File: config.mk
export PLATFORM = sky130hd
export DESIGN_NAME = operand_stage_queue
export DESIGN_NICKNAME = d
export VERILOG_FILES = /design/src/rtl/operand_stage_queue.sv
export SDC_FILE = /design/constraint.sdc
export NUM_CORES = 2
export LEC_CHECK = 0
export BUFFER_PORTS_ARGS = -buffer_cell sky130_fd_sc_hd__buf_4
export CORE_MARGIN = 4
export CORE_UTILIZATION = 54
export DETAILED_ROUTE_END_ITERATION = 12
export GPL_TIMING_DRIVEN = 0
export PLACE_DENSITY = 0.8
export SYNTH_ARGS = -nofsm -noshare
export SYNTH_HDL_FRONTEND = slang
export SYNTH_SLANG_ARGS = --single-unit
File: constraint.sdc
create_clock -name clk -period 3.8 [get_ports clk]
set_clock_uncertainty 0.1 [all_clocks]
set_input_delay 0.95 -clock clk [delete_from_list [all_inputs] [get_ports clk]]
set_output_delay 0.95 -clock clk [all_outputs]
set_load 0.05 [all_outputs]
File: src/rtl/operand_stage_queue.sv
`default_nettype none
// ============================================================================
// Module   : operand_stage_queue (+ package common)
// Purpose  : In-order operand staging FIFO with writeback wakeup and capture
//            bypass. Optional flush input enabled by defining OPQ_FLUSH_EN.
// Revision : 1.0 - initial release
// ============================================================================

package common;
    typedef enum logic [1:0] {
        OP_REG  = 2'd0,
        OP_IMM  = 2'd1,
        OP_PC   = 2'd2,
        OP_NONE = 2'd3
    } op_type_t;
endpackage

module operand_stage_queue #(
    parameter int DISPATCH_WIDTH       = 2,
    parameter int DEPTH                = 8,
    parameter int WB_WIDTH             = 2,
    parameter int PHYS_REGS_ADDR_WIDTH = 6
) (
    input  logic                                                     clk,
    input  logic                                                     rst,
`ifdef OPQ_FLUSH_EN
    input  logic                                                     flush,
`endif
    input  logic [DISPATCH_WIDTH-1:0]                                dispatch_valid,
    input  logic [DISPATCH_WIDTH-1:0][$bits(common::op_type_t)-1:0]  op1_type,
    input  logic [DISPATCH_WIDTH-1:0][$bits(common::op_type_t)-1:0]  op2_type,
    input  logic [DISPATCH_WIDTH-1:0][PHYS_REGS_ADDR_WIDTH-1:0]      rs1,
    input  logic [DISPATCH_WIDTH-1:0][PHYS_REGS_ADDR_WIDTH-1:0]      rs2,
    input  logic [DISPATCH_WIDTH-1:0]                                rs1_valid,
    input  logic [DISPATCH_WIDTH-1:0]                                rs2_valid,
    input  logic [DISPATCH_WIDTH-1:0][31:0]                          imm,
    output logic                                                     dispatch_ready,
    input  logic [WB_WIDTH-1:0]                                      wb_valid,
    input  logic [WB_WIDTH-1:0][PHYS_REGS_ADDR_WIDTH-1:0]            wb_tag,
    input  logic [WB_WIDTH-1:0][31:0]                                wb_data,
    output logic                                                     issue_valid,
    input  logic                                                     issue_ready,
    output logic [31:0]                                              issue_op1,
    output logic [31:0]                                              issue_op2,
    output logic [$clog2(DEPTH):0]                                   count
);

    localparam int c_ptr_w = $clog2(DEPTH);
    localparam int c_cnt_w = $clog2(DEPTH) + 1;
    localparam int c_typ_w = $bits(common::op_type_t);
    localparam int c_tag_w = PHYS_REGS_ADDR_WIDTH;

    logic [c_ptr_w-1:0] r_head;
    logic [c_ptr_w-1:0] r_tail;
    logic [c_cnt_w-1:0] r_count;
    logic [31:0]        r_op1 [DEPTH];
    logic [31:0]        r_op2 [DEPTH];
    logic [DEPTH-1:0]   r_rdy1;
    logic [DEPTH-1:0]   r_rdy2;

    logic [31:0]        w_op1_nxt [DEPTH];
    logic [31:0]        w_op2_nxt [DEPTH];
    logic [DEPTH-1:0]   w_rdy1_nxt;
    logic [DEPTH-1:0]   w_rdy2_nxt;
    logic [c_cnt_w-1:0] w_push_n;
    logic [c_cnt_w-1:0] w_free;
    logic               w_pop;

    // Returns {hit, data}; scanning high to low lets the lowest port win.
    function automatic logic [32:0] f_wake(input logic [c_tag_w-1:0] tag);
        logic [32:0] res;
        res = '0;
        for (int w = WB_WIDTH - 1; w >= 0; w--) begin
            if (wb_valid[w] && (wb_tag[w] == tag)) begin
                res = {1'b1, wb_data[w]};
            end
        end
        return res;
    endfunction

    // Returns {ready, field} for a freshly dispatched operand.
    function automatic logic [32:0] f_capture(input logic [c_typ_w-1:0] op_type,
                                              input logic [c_tag_w-1:0] tag,
                                              input logic               src_valid,
                                              input logic [31:0]        imm_val);
        logic [32:0] res;
        logic [32:0] wk;
        res = {1'b1, 32'd0};
        wk  = f_wake(tag);
        if (op_type == common::OP_REG) begin
            if (!src_valid && wk[32]) begin
                res = wk;
            end else begin
                res = {src_valid, 32'(tag)};
            end
        end else if (op_type == common::OP_IMM) begin
            res = {1'b1, imm_val};
        end
        return res;
    endfunction

    assign w_free         = c_cnt_w'(DEPTH) - r_count;
    assign dispatch_ready = (w_free >= c_cnt_w'(DISPATCH_WIDTH));
    assign issue_valid    = (r_count != '0) && r_rdy1[r_head] && r_rdy2[r_head];
    assign issue_op1      = (r_count != '0) ? r_op1[r_head] : 32'd0;
    assign issue_op2      = (r_count != '0) ? r_op2[r_head] : 32'd0;
    assign count          = r_count;
    assign w_pop          = issue_valid && issue_ready;

    always_comb begin
        w_push_n = '0;
        if (dispatch_ready) begin
            for (int i = 0; i < DISPATCH_WIDTH; i++) begin
                w_push_n = w_push_n + c_cnt_w'(dispatch_valid[i]);
            end
        end
    end

    always_comb begin
        w_op1_nxt  = r_op1;
        w_op2_nxt  = r_op2;
        w_rdy1_nxt = r_rdy1;
        w_rdy2_nxt = r_rdy2;
        // Waiting operands hold their tag in the low field bits.
        for (int e = 0; e < DEPTH; e++) begin
            if (!r_rdy1[e] && f_wake(r_op1[e][c_tag_w-1:0])[32]) begin
                w_op1_nxt[e]  = f_wake(r_op1[e][c_tag_w-1:0])[31:0];
                w_rdy1_nxt[e] = 1'b1;
            end
            if (!r_rdy2[e] && f_wake(r_op2[e][c_tag_w-1:0])[32]) begin
                w_op2_nxt[e]  = f_wake(r_op2[e][c_tag_w-1:0])[31:0];
                w_rdy2_nxt[e] = 1'b1;
            end
        end
        // Slots being written are free, so capture overrides any wakeup there.
        if (dispatch_ready) begin
            for (int i = 0; i < DISPATCH_WIDTH; i++) begin
                if (dispatch_valid[i]) begin
                    {w_rdy1_nxt[r_tail + c_ptr_w'(i)], w_op1_nxt[r_tail + c_ptr_w'(i)]} =
                        f_capture(op1_type[i], rs1[i], rs1_valid[i], imm[i]);
                    {w_rdy2_nxt[r_tail + c_ptr_w'(i)], w_op2_nxt[r_tail + c_ptr_w'(i)]} =
                        f_capture(op2_type[i], rs2[i], rs2_valid[i], imm[i]);
                end
            end
        end
    end

    always_ff @(posedge clk) begin
        if (rst) begin
            r_head  <= '0;
            r_tail  <= '0;
            r_count <= '0;
            r_rdy1  <= '0;
            r_rdy2  <= '0;
        end
`ifdef OPQ_FLUSH_EN
        else if (flush) begin
            r_head  <= '0;
            r_tail  <= '0;
            r_count <= '0;
            r_rdy1  <= '0;
            r_rdy2  <= '0;
        end
`endif
        else begin
            r_head  <= r_head + c_ptr_w'(w_pop);
            r_tail  <= r_tail + c_ptr_w'(w_push_n);
            r_count <= r_count + w_push_n - c_cnt_w'(w_pop);
            r_rdy1  <= w_rdy1_nxt;
            r_rdy2  <= w_rdy2_nxt;
        end
    end

    // Operand fields need no reset: they are only visible while occupied.
    always_ff @(posedge clk) begin
        r_op1 <= w_op1_nxt;
        r_op2 <= w_op2_nxt;
    end

endmodule

`default_nettype wire

==> results.json <==
{
  "final-setup-viol-count": 62,
  "via_per_inst": 7.81,
  "seq_area_frac_synth_pct": 26.4,
  "async_flop_share_pct": 0,
  "cts.reportedPaths.clkPinSlew_ps": 60,
  "p_leak_uw": 0.0152,
  "port_buffers": 239,
  "placed_cells": 6054,
  "r2r_slack_ps": -170,
  "postLayoutSetupSlackWorst_ps": -165,
  "fin_crit_ps": 3970,
  "hp-start": "r_op2[189]",
  "ys_warn_count": 0,
  "finalHoldViolations": 0,
  "critPathLaunch": "r_op2[1]",
  "grt_start_max_net_pins": 14,
  "rsz0062_at_grt": "true",
  "core_sq_mm": 0.0747,
  "numCtsBuffers": 66,
  "p_per_area_mw_per_mm2": 760,
  "grt_pass1_wl_um": 330000,
  "crit_slowest_cell": "a21o_1",
  "die_x_um": 283,
  "worstSetupStartpointType": "flip-flop",
  "synthFlopType": "dfxtp_1",
  "ir_drop_v": 0.000485,
  "ys_ff_latch": 538,
  "yosys.area.top_type": "dfxtp_1",
  "endpoint_kind": "flip-flop",
  "gp_congestion": 1.09,
  "initial_core_util_pct": 54.7,
  "status": "finished, violations left",
  "path_max_fanout": 10,
  "synth_area_sq_mm": 0.0409,
  "clockBufferDepth": 3,
  "criticalPathCategory": "flip-flop to flip-flop",
  "die_area_sq_mm": 0.0801,
  "violations": "max-capacitance violations, max-slew violations, negative setup slack",
  "ant_nets": 0,
  "clock_latency_ps": 650,
  "drc": 0,
  "syn_to_final_growth_pct": 14.6,
  "overflow": 0,
  "drt-total-wl_um": 241000,
  "wire_per_inst_um": 39.0,
  "yosysTopAreaCellShare_pct": 26.4,
  "syn_inst": 4843,
  "drive_gt1_share_pct": 18.0,
  "avgSynthCellArea_sq_um": 8.44,
  "cp.arrival_ps": 4320,
  "slew_headroom_pct": -8.22,
  "syn_nets": 5041,
  "instances_no_fill": 6195,
  "netlist_top_cells_area": "dfxtp_1 26%, mux2i_1 14%, o211ai_1 8.8%",
  "cts-root-buf": "clkbuf_16",
  "crit_required_ps": 4150,
  "r2r_start": "r_op2[1]",
  "antenna_found_initial": 22,
  "cts_tree": "built",
  "via_count": 48376,
  "drt_iter0_markers": 9896,
  "htreeDepth": 3,
  "hp-class": "flip-flop to flip-flop",
  "nNetsFinal": 5363,
  "grt_pass1_vias": 44991,
  "dp_hpwl_um": 179000,
  "slew_violations": 20,
  "fin_crit_sh_pct": 104,
  "synth-edff-count": 0,
  "total_power_uw": 35600,
  "timing.fmax_mhz": 252,
  "num_rows": 100,
  "ys_types": 75,
  "path_cells": "xnor2_1 > nand4_1 > or3_1 > clkbuf_1 > a21o_1 > clkbuf_1 > nor2_1 > a211oi_1 > a211oi_1",
  "grt.total_usage_pct": 56.6,
  "die_h_um": 283,
  "postCtsHoldBufs": 0,
  "firstDrtPassIters": 10,
  "boundaryPins": 253,
  "cts.sinks": 538,
  "cpPeakStageDelay_ps": 820,
  "maxCapViolations": 2,
  "max_slew.worst_pin.slew_ps": 1610
}
==> worst paths after layout <==
| path | to | depth (start not counted) |
|---|---|---|
| min reg2reg | r_op2[189] | 2 |
| min | r_op2[189] | 2 |
| max reg2reg | r_op2[31] | 9 |
| max | r_op2[31] | 9 |
==> Yosys cell counts, types with 23 or more instances <==
library cell  count
nand2_1         626
mux2i_1         576
dfxtp_1         538
nor2_1          492
o211ai_1        479
clkbuf_1        312
buf_2           173
a211oi_1        171
xnor2_1         158
a21oi_1         137
mux4_2          128
o221ai_1        123
a221oi_1        115
xor2_1           89
o21ai_0          83
mux2_2           71
o22a_1           49
buf_1            42
nand4_1          42
o21ai_1          40
buf_4            30
nor3_1           29
o21ai_2          23
==> worst max-delay path: cells and delay by family (launching register included) <==
kind                   cells  cell delay (ps)
AO/OA/AOI/OAI              3             1190
XOR/XNOR                   1              110
buffers and inverters      2             1270
flip-flops                 1              610
AND/OR/NAND/NOR            3              470
==> routing by layer <==
layer	track usage [%]	up-vias	routed length (um)
met5	1.43	-	276
met4	37.3	22	20700
met3	33.1	1535	46200
met2	76.0	5405	91200
met1	67.8	22644	83000
li1	-	18770	-
==> report_power, final <==
group,leakage (uW),internal (uW),switching (uW)
logic,0.00959,6750,11300
registers,0.00450,8460,2230
clock network,0.00107,3880,2920
total,0.0152,19100,16500
==> stage by stage <==
step / hold WS, ps / worst slack, ps / utilization, % / TNS (ps) / area (sq um)
floorplan: 392 / 54.6 / - / 0 / 40900
global placement: 411 / -1210 / 58.7 / -357570 / 43900
detailed placement: 416 / -1240 / 58.8 / -353550 / 43900
CTS: 434 / 1.59 / 62.3 / 0 / 46500
global route: 455 / -47.9 / 62.6 / -294 / 46800
finish: 433 / -165 / 62.7 / -3160 / 46800
==> sequential cells by signal, summed over array words and instances (netlist names) <==
register / count
count: 4
r_head: 3
r_rdy1: 8
r_op2: 256
r_rdy2: 8
r_tail: 3
r_op1: 256
==> cells in the final DEF, fill, tap and decap left out, types with 12 or more instances in the layout <==
master     count
mux2i_1      568
or3_1         16
nor3_1        26
a21oi_1      131
clkbuf_2      18
nand2b_1      22
nand2_1      625
xor2_1        89
or4_1         12
clkbuf_8      21
buf_1         21
and2_1        14
a211oi_1     171
o211ai_1     479
o21ai_1       37
mux4_2       128
xnor2_1      158
o22ai_1       15
inv_1         18
buf_2        170
clkbuf_4      17
nor2b_1       17
mux2_2        71
o21ai_0       83
clkbuf_1     288
a22oi_1       20
a221oi_1     115
nand3_1       19
nor2_1       478
dfxtp_1      533
nand4_1       42
buf_4        288
ha_1          12
o22a_1        49
o21ai_2       26
clkbuf_16     67
diode_2       18
nor2_2        14
o221ai_1     123
==> timing repair <==
item | CTS | global route
buffers inserted | 13 | 2
pin swaps | 4 | 2
gates cloned | 0 | 1
setup endpoints to repair | 388 | 304
resized for setup | 170 | 84
==> cell families (layout without fill, tap and decap cells) <==
family / count (synthesis) / in the layout / share of synthesized area, %
xor+xnor: 247 / 247 / 5.29
fa+ha+maj: 15 / 15 / 0.496
buf+inv: 585 / 950 / 6.27
other cells: 0 / 18 / 0
flops: 538 / 538 / 26.4
simple gates: 1340 / 1340 / 14.0
compound gates: 1340 / 1340 / 24.3
mux: 778 / 778 / 23.2
==> area by class of cell <==
class | count | area (sq um)
Multi-Input combinational cell | 3720 | 27800
Clock buffer | 95 | 1930
Tap cell | 969 | 1210
Antenna cell | 18 | 45.0
Timing Repair Buffer | 258 | 1980
Sequential cell | 538 | 10800
Buffer | 558 | 2750
Inverter | 23 | 96.3
Clock inverter | 16 | 249
Fill cell | 6612 | 27900
No activity file was read; power rests on OpenSTA's default activity.
